--- src/rtl/vocab_encoder.sv ---
// vocab_encoder: dictionary tokenizer walking a zero-terminated input against a zero-terminated vocabulary,
// emitting one code per token (first or longest match) on a valid/ready stream.
module vocab_encoder #(
  parameter int DATA_WIDTH     = 8,
  parameter int VOC_ADDR_WIDTH = 4,
  parameter int IN_ADDR_WIDTH  = 4,
  parameter int CODE_WIDTH     = 8
) (
  input  logic                      clk,
  input  logic                      rst_n,
  input  logic                      cs,
  input  logic                      mode,
  input  logic                      voc_we,
  input  logic [VOC_ADDR_WIDTH-1:0] voc_addr,
  input  logic [DATA_WIDTH-1:0]     voc_din,
  input  logic                      in_we,
  input  logic [IN_ADDR_WIDTH-1:0]  in_addr,
  input  logic [DATA_WIDTH-1:0]     in_din,
  output logic                      code_valid,
  output logic [CODE_WIDTH-1:0]     code,
  input  logic                      code_ready,
  output logic                      busy,
  output logic                      done,
  output logic [IN_ADDR_WIDTH:0]    n_codes
);
  localparam logic [CODE_WIDTH-1:0] UNK = '1;
  typedef enum logic [2:0] {IDLE, START, SCAN, SKIP, EMIT, DONE} state_t;
  state_t state;
  logic [DATA_WIDTH-1:0] voc_mem [2**VOC_ADDR_WIDTH];
  logic [DATA_WIDTH-1:0] in_mem [2**IN_ADDR_WIDTH];
  logic [IN_ADDR_WIDTH:0] pos, i, best_len, pi, step;
  logic [VOC_ADDR_WIDTH-1:0] av;
  logic [CODE_WIDTH-1:0] k, k_next, best_code;
  logic [DATA_WIDTH-1:0] v, c;
  logic mode_r, last_av, k_full;
  assign busy       = state inside {START, SCAN, SKIP, EMIT};
  assign done       = state == DONE;
  assign code_valid = state == EMIT;
  assign code       = code_valid ? (best_len != '0 ? best_code : UNK) : '0;
  assign pi         = pos + i;
  assign v          = voc_mem[av];
  assign c          = pi[IN_ADDR_WIDTH] ? '0 : in_mem[pi[IN_ADDR_WIDTH-1:0]];
  assign last_av    = av == '1;
  assign k_next     = k + 1'b1;
  assign k_full     = k_next == UNK;
  assign step       = best_len != '0 ? best_len : (IN_ADDR_WIDTH+1)'(1);
  always_ff @(posedge clk) begin
    if (voc_we && !busy) voc_mem[voc_addr] <= voc_din;
    if (in_we && !busy) in_mem[in_addr] <= in_din;
  end
  always_ff @(posedge clk or negedge rst_n) begin
    if (!rst_n) begin
      state     <= IDLE;
      pos       <= '0;
      av        <= '0;
      i         <= '0;
      k         <= '0;
      best_code <= '0;
      best_len  <= '0;
      mode_r    <= 1'b0;
      n_codes   <= '0;
    end else begin
      case (state)
        IDLE, DONE: if (cs) begin
          pos      <= '0;
          av       <= '0;
          i        <= '0;
          k        <= '0;
          best_len <= '0;
          n_codes  <= '0;
          mode_r   <= mode;
          state    <= START;
        end
        START: state <= (pos[IN_ADDR_WIDTH] || in_mem[pos[IN_ADDR_WIDTH-1:0]] == '0) ? DONE : SCAN;
        SCAN: begin
          if (v == '0) begin
            if (i == '0) state <= EMIT;
            else if (!mode_r) begin
              best_code <= k;
              best_len  <= i;
              state     <= EMIT;
            end else begin
              // longest match: strictly longer wins, so ties keep the lower code
              if (i > best_len) begin
                best_code <= k;
                best_len  <= i;
              end
              av <= av + 1'b1;
              k  <= k_next;
              i  <= '0;
              if (last_av || k_full) state <= EMIT;
            end
          end else if (v == c) begin
            av <= av + 1'b1;
            i  <= i + 1'b1;
            if (last_av) state <= EMIT;
          end else begin
            av    <= av + 1'b1;
            state <= last_av ? EMIT : SKIP;
          end
        end
        SKIP: begin
          av <= av + 1'b1;
          if (last_av) state <= EMIT;
          else if (v == '0) begin
            k     <= k_next;
            i     <= '0;
            state <= k_full ? EMIT : SCAN;
          end
        end
        EMIT: if (code_ready) begin
          pos      <= pos + step;
          n_codes  <= n_codes + 1'b1;
          av       <= '0;
          i        <= '0;
          k        <= '0;
          best_len <= '0;
          state    <= START;
        end
        default: state <= IDLE;
      endcase
    end
  end
endmodule

--- config.mk ---
export PLATFORM = sky130hd
export DESIGN_NAME = vocab_encoder
export DESIGN_NICKNAME = d
export VERILOG_FILES = /design/src/rtl/vocab_encoder.sv
export SDC_FILE = /design/constraint.sdc
export NUM_CORES = 1
export LEC_CHECK = 0
export BUFFER_PORTS_ARGS = -buffer_cell sky130_fd_sc_hd__buf_2
export CAP_MARGIN = 40
export CORE_MARGIN = 10
export CORE_UTILIZATION = 35
export CTS_CLUSTER_DIAMETER = 30
export DETAILED_ROUTE_END_ITERATION = 16
export PLACE_DENSITY = 0.51
export SYNTH_ARGS = -nofsm -noshare
export SYNTH_HDL_FRONTEND = slang
export SYNTH_SLANG_ARGS = --single-unit
--- constraint.sdc ---
create_clock -name clk -period 5.6 [get_ports clk]
set_clock_uncertainty 0.2 [all_clocks]
set_input_delay 0.56 -clock clk [delete_from_list [all_inputs] [get_ports clk]]
set_output_delay 0.56 -clock clk [all_outputs]
set_load 0.05 [all_outputs]
==> results.toml <==
[clock_network]
worst_skew_pair.late_latency_ps = 580
root_buffer = "clkbuf_16"
post_cts_resized = 0
cts_max_path_buffers = 3
cts_setup_buffers = 0
path_clk_slew_ps = 40
cts_tree = "done"
cts_made_buffers = 72
h-tree-depth = 3
cts_num_sinks = 300

[setup_path]
critPathArrivalTime_ps = 5010
regToRegSetupSlack_ps = 890
timing.rr.end = "i[4]$_DFFE_PN0P_"
required_ps = 5900
startpoint_type = "register"
r2r_cells = 13
end_kind = "register"
crit_type = "reg2reg"
timing.rr.start = "pos[0]$_DFFE_PN0P_"
crit_fanout = 15

[final_layout]
final_util_pct = 44.5
stdcell_area_mm2 = 0.0172
syn2layout_area_growth_pct = 25.5
num_antenna_cells = 0
drive_above_1_share_pct = 26.2
nets = 1072
fill_cells = 3479

[placement]
port_buffers = 46
post-place-ws_ps = 881
place_congestion = 0.826
place_area_mm2 = 0.0147
hpwl_mm = 23.2

[synth]
ys_warn_count = 0
synthArstFlopShare_pct = 14.7
synth_cells = 899
synth_fp_nets = 951
yosysSeqAreaShare_pct = 64.0
synth_area_mm2 = 0.0137
synth_flop_cell = "edfxtp_1"
avgSynthCellArea_um2 = 15.3
synth-seq-cells = 300
synth_edf_count = 256
synth.distinct_cells = 71

[sta]
tns_ps = 0
fin_crit_sh_pct = 84.2
setup_viol = 0
slew_headroom_pct = 39.9
report.final.slew_viol_count = 0
fmax_ghz = 0.212
tightest_slew_ps = 898
min_period_ps = 4710
setup_ws_ps = 885
rsz0062_at_grt = "no"
hold_violations = 0

[floorplanning]
dieArea_mm2 = 0.0475
fp.dieW_um = 218
start_util_pct = 35.4
rows = 72
fp.dieH_um = 218
ios = 47
core_mm2 = 0.0387

[grt]
grt_overflow_total = 0
grt_pass1_vias = 8926
track_usage_pct = 14.6
grt_pass1_wl_mm = 53.5
grt_max_degree = 44
grt_antenna_before_repair = 2

[power_and_ir_drop]
p_int_mw = 6.25
powerDensity_mw_per_mm2 = 514
p_comb_share_pct = 22.0
p_clk_share_pct = 47.7
sequentialPowerShare_pct = 30.3
p_sw_share_pct = 29.5
switching_power_mw = 2.61
p_leak_nw = 6.20
peakVddDrop_mv = 0.266

[flow_run]
max_cap_violations = 0

[routing]
wl_per_cell_um = 21.2
dr_total_vias = 8469
wl_mm = 33.8
drc_errors = 0
drtIter0Drc = 729
firstDrtPassIters = 4
vias_per_cell = 5.30
ant_nets = 0

[hold_path]
hp-class = "in2reg"
holdPathStages = 1
worstHoldEndpoint = "voc_mem[12][6]$_DFFE_PP_"
min-delay-start = "voc_din[6]"

[outcome]
status = "finished clean"
==> how the worst max path moves through the flow <==
| stage | from | endpoint | slack (ps) | cells after the start |
|---|---|---|---|---|
| floorplan | pos[0]$_DFFE_PN0P_ | i[2]$_DFFE_PN0P_ | 1880 | 13 |
| global placement | pos[0]$_DFFE_PN0P_ | i[4]$_DFFE_PN0P_ | 960 | 13 |
| detailed placement | pos[0]$_DFFE_PN0P_ | i[4]$_DFFE_PN0P_ | 880 | 13 |
| CTS | pos[0]$_DFFE_PN0P_ | i[4]$_DFFE_PN0P_ | 860 | 13 |
| global route | pos[0]$_DFFE_PN0P_ | i[4]$_DFFE_PN0P_ | 630 | 13 |
| finish | pos[0]$_DFFE_PN0P_ | i[4]$_DFFE_PN0P_ | 890 | 13 |
==> cell usage in the layout, fill, tap and decap left out, drive strengths merged, types with 19 or more instances in the layout <==
master / synthesis / layout
dfrtp: 44 / 44
buf: 24 / 82
mux4: 62 / 62
nor2: 72 / 72
nor3: 44 / 44
inv: 21 / 32
nor4: 27 / 27
clkinv: 0 / 21
mux2: 28 / 28
clkbuf: 13 / 86
o21ai: 31 / 31
ha: 19 / 19
mux2i: 19 / 19
edfxtp: 256 / 256
nand3: 22 / 22
nand2: 45 / 45
==> final cells by class <==
type                       instances  area [µm²]  area share (%)
clock buffer                      86        1920            11.1
inverter                          21        78.8           0.458
tap                              518         648            3.76
timing repair buffer              84         547            3.17
multi-input combinational        541        4650            27.0
clock inverter                    47         601            3.49
sequential                       300        8790            51.0
==> worst max-delay path: stages, from the launching register on <==
cell,delay [ps]
dfrtp_1,310
buf_4,220
ha_2,220
inv_1,50
fa_1,1010
buf_4,330
mux4_2,310
mux2_2,280
nand3_1,100
a21oi_1,90
nor4_2,290
nand4_1,430
or4_1,640
a21oi_1,150
==> timing repair <==
action / CTS / global route
endpoints found under the hold margin: 15 / 0
hold buffers: 2 / 0
endpoints found under the setup margin: 0 / 0
==> Yosys cell counts (7+ instances only) <==
cell        n  area, µm²
nand2b_1    9       56.3
mux4_2     37        833
nand2_1    45        169
o21ai_0    29        145
nor2_1     72        270
inv_1      21       78.8
or4_1      11       82.6
clkbuf_1   13       48.8
mux4_1     25        657
nor3_1     44        220
ha_1       19        238
and3_1      8       50.1
mux2i_1    19        190
a31oi_1     9       56.3
buf_2      17       85.1
xor2_1      7       61.3
dfrtp_1    44       1100
nor4_1     26        163
mux2_2     24        270
nand3_1    22        110
a21oi_1    18       90.1
edfxtp_1  256       7690
==> sequential cells by signal, indices dropped and copies added (netlist names) <==
name / flops
i: 5
in_mem: 128
n_codes: 5
pos: 5
best_len: 5
voc_mem: 128
av: 4
best_code: 8
state: 3
k: 8
mode_r: 1
==> kinds of logic (layout without fill, tap and decap cells) <==
logic type	Yosys count	after routing	share of synthesized area, %
DFF	300	300	64.0
and+or+nand+nor	274	274	10.1
xor gates and xnor gates	13	13	0.829
adders and majority gates	21	21	2.02
buffers and inverters	58	238	2.29
muxes	109	109	14.5
AOI/OAI and AO/OA	124	124	6.26
==> power groups by stage <==
stage,clock network (mW),logic [mW],registers (mW)
floorplan,0,1.51,2.64
global placement,0,1.90,2.74
detailed placement,0,1.97,2.72
CTS,4.31,1.97,2.68
global route,4.44,2.15,2.70
finish,4.23,1.95,2.68
==> through the flow <==
step | instances | power (mW) | hold slack [ps]
5_1_grt | 1597 | 9.29 | 151
3_5_place_dp | 1461 | 4.68 | 281
2_1_floorplan | 899 | 4.15 | 64.4
6_report | 1597 | 8.86 | 162
4_1_cts | 1596 | 8.96 | 138
3_3_place_gp | 1443 | 4.65 | 277
==> routing by layer <==
metal | up-vias | global-route usage, % | wire (µm)
met5 | - | 0 | 7
met4 | 2 | 5.02 | 649
met3 | 54 | 3.55 | 1970
met2 | 243 | 22.4 | 15600
met1 | 4278 | 19.9 | 15600
li1 | 3892 | - | -
Note: power is estimated with default switching activity, not from simulation.
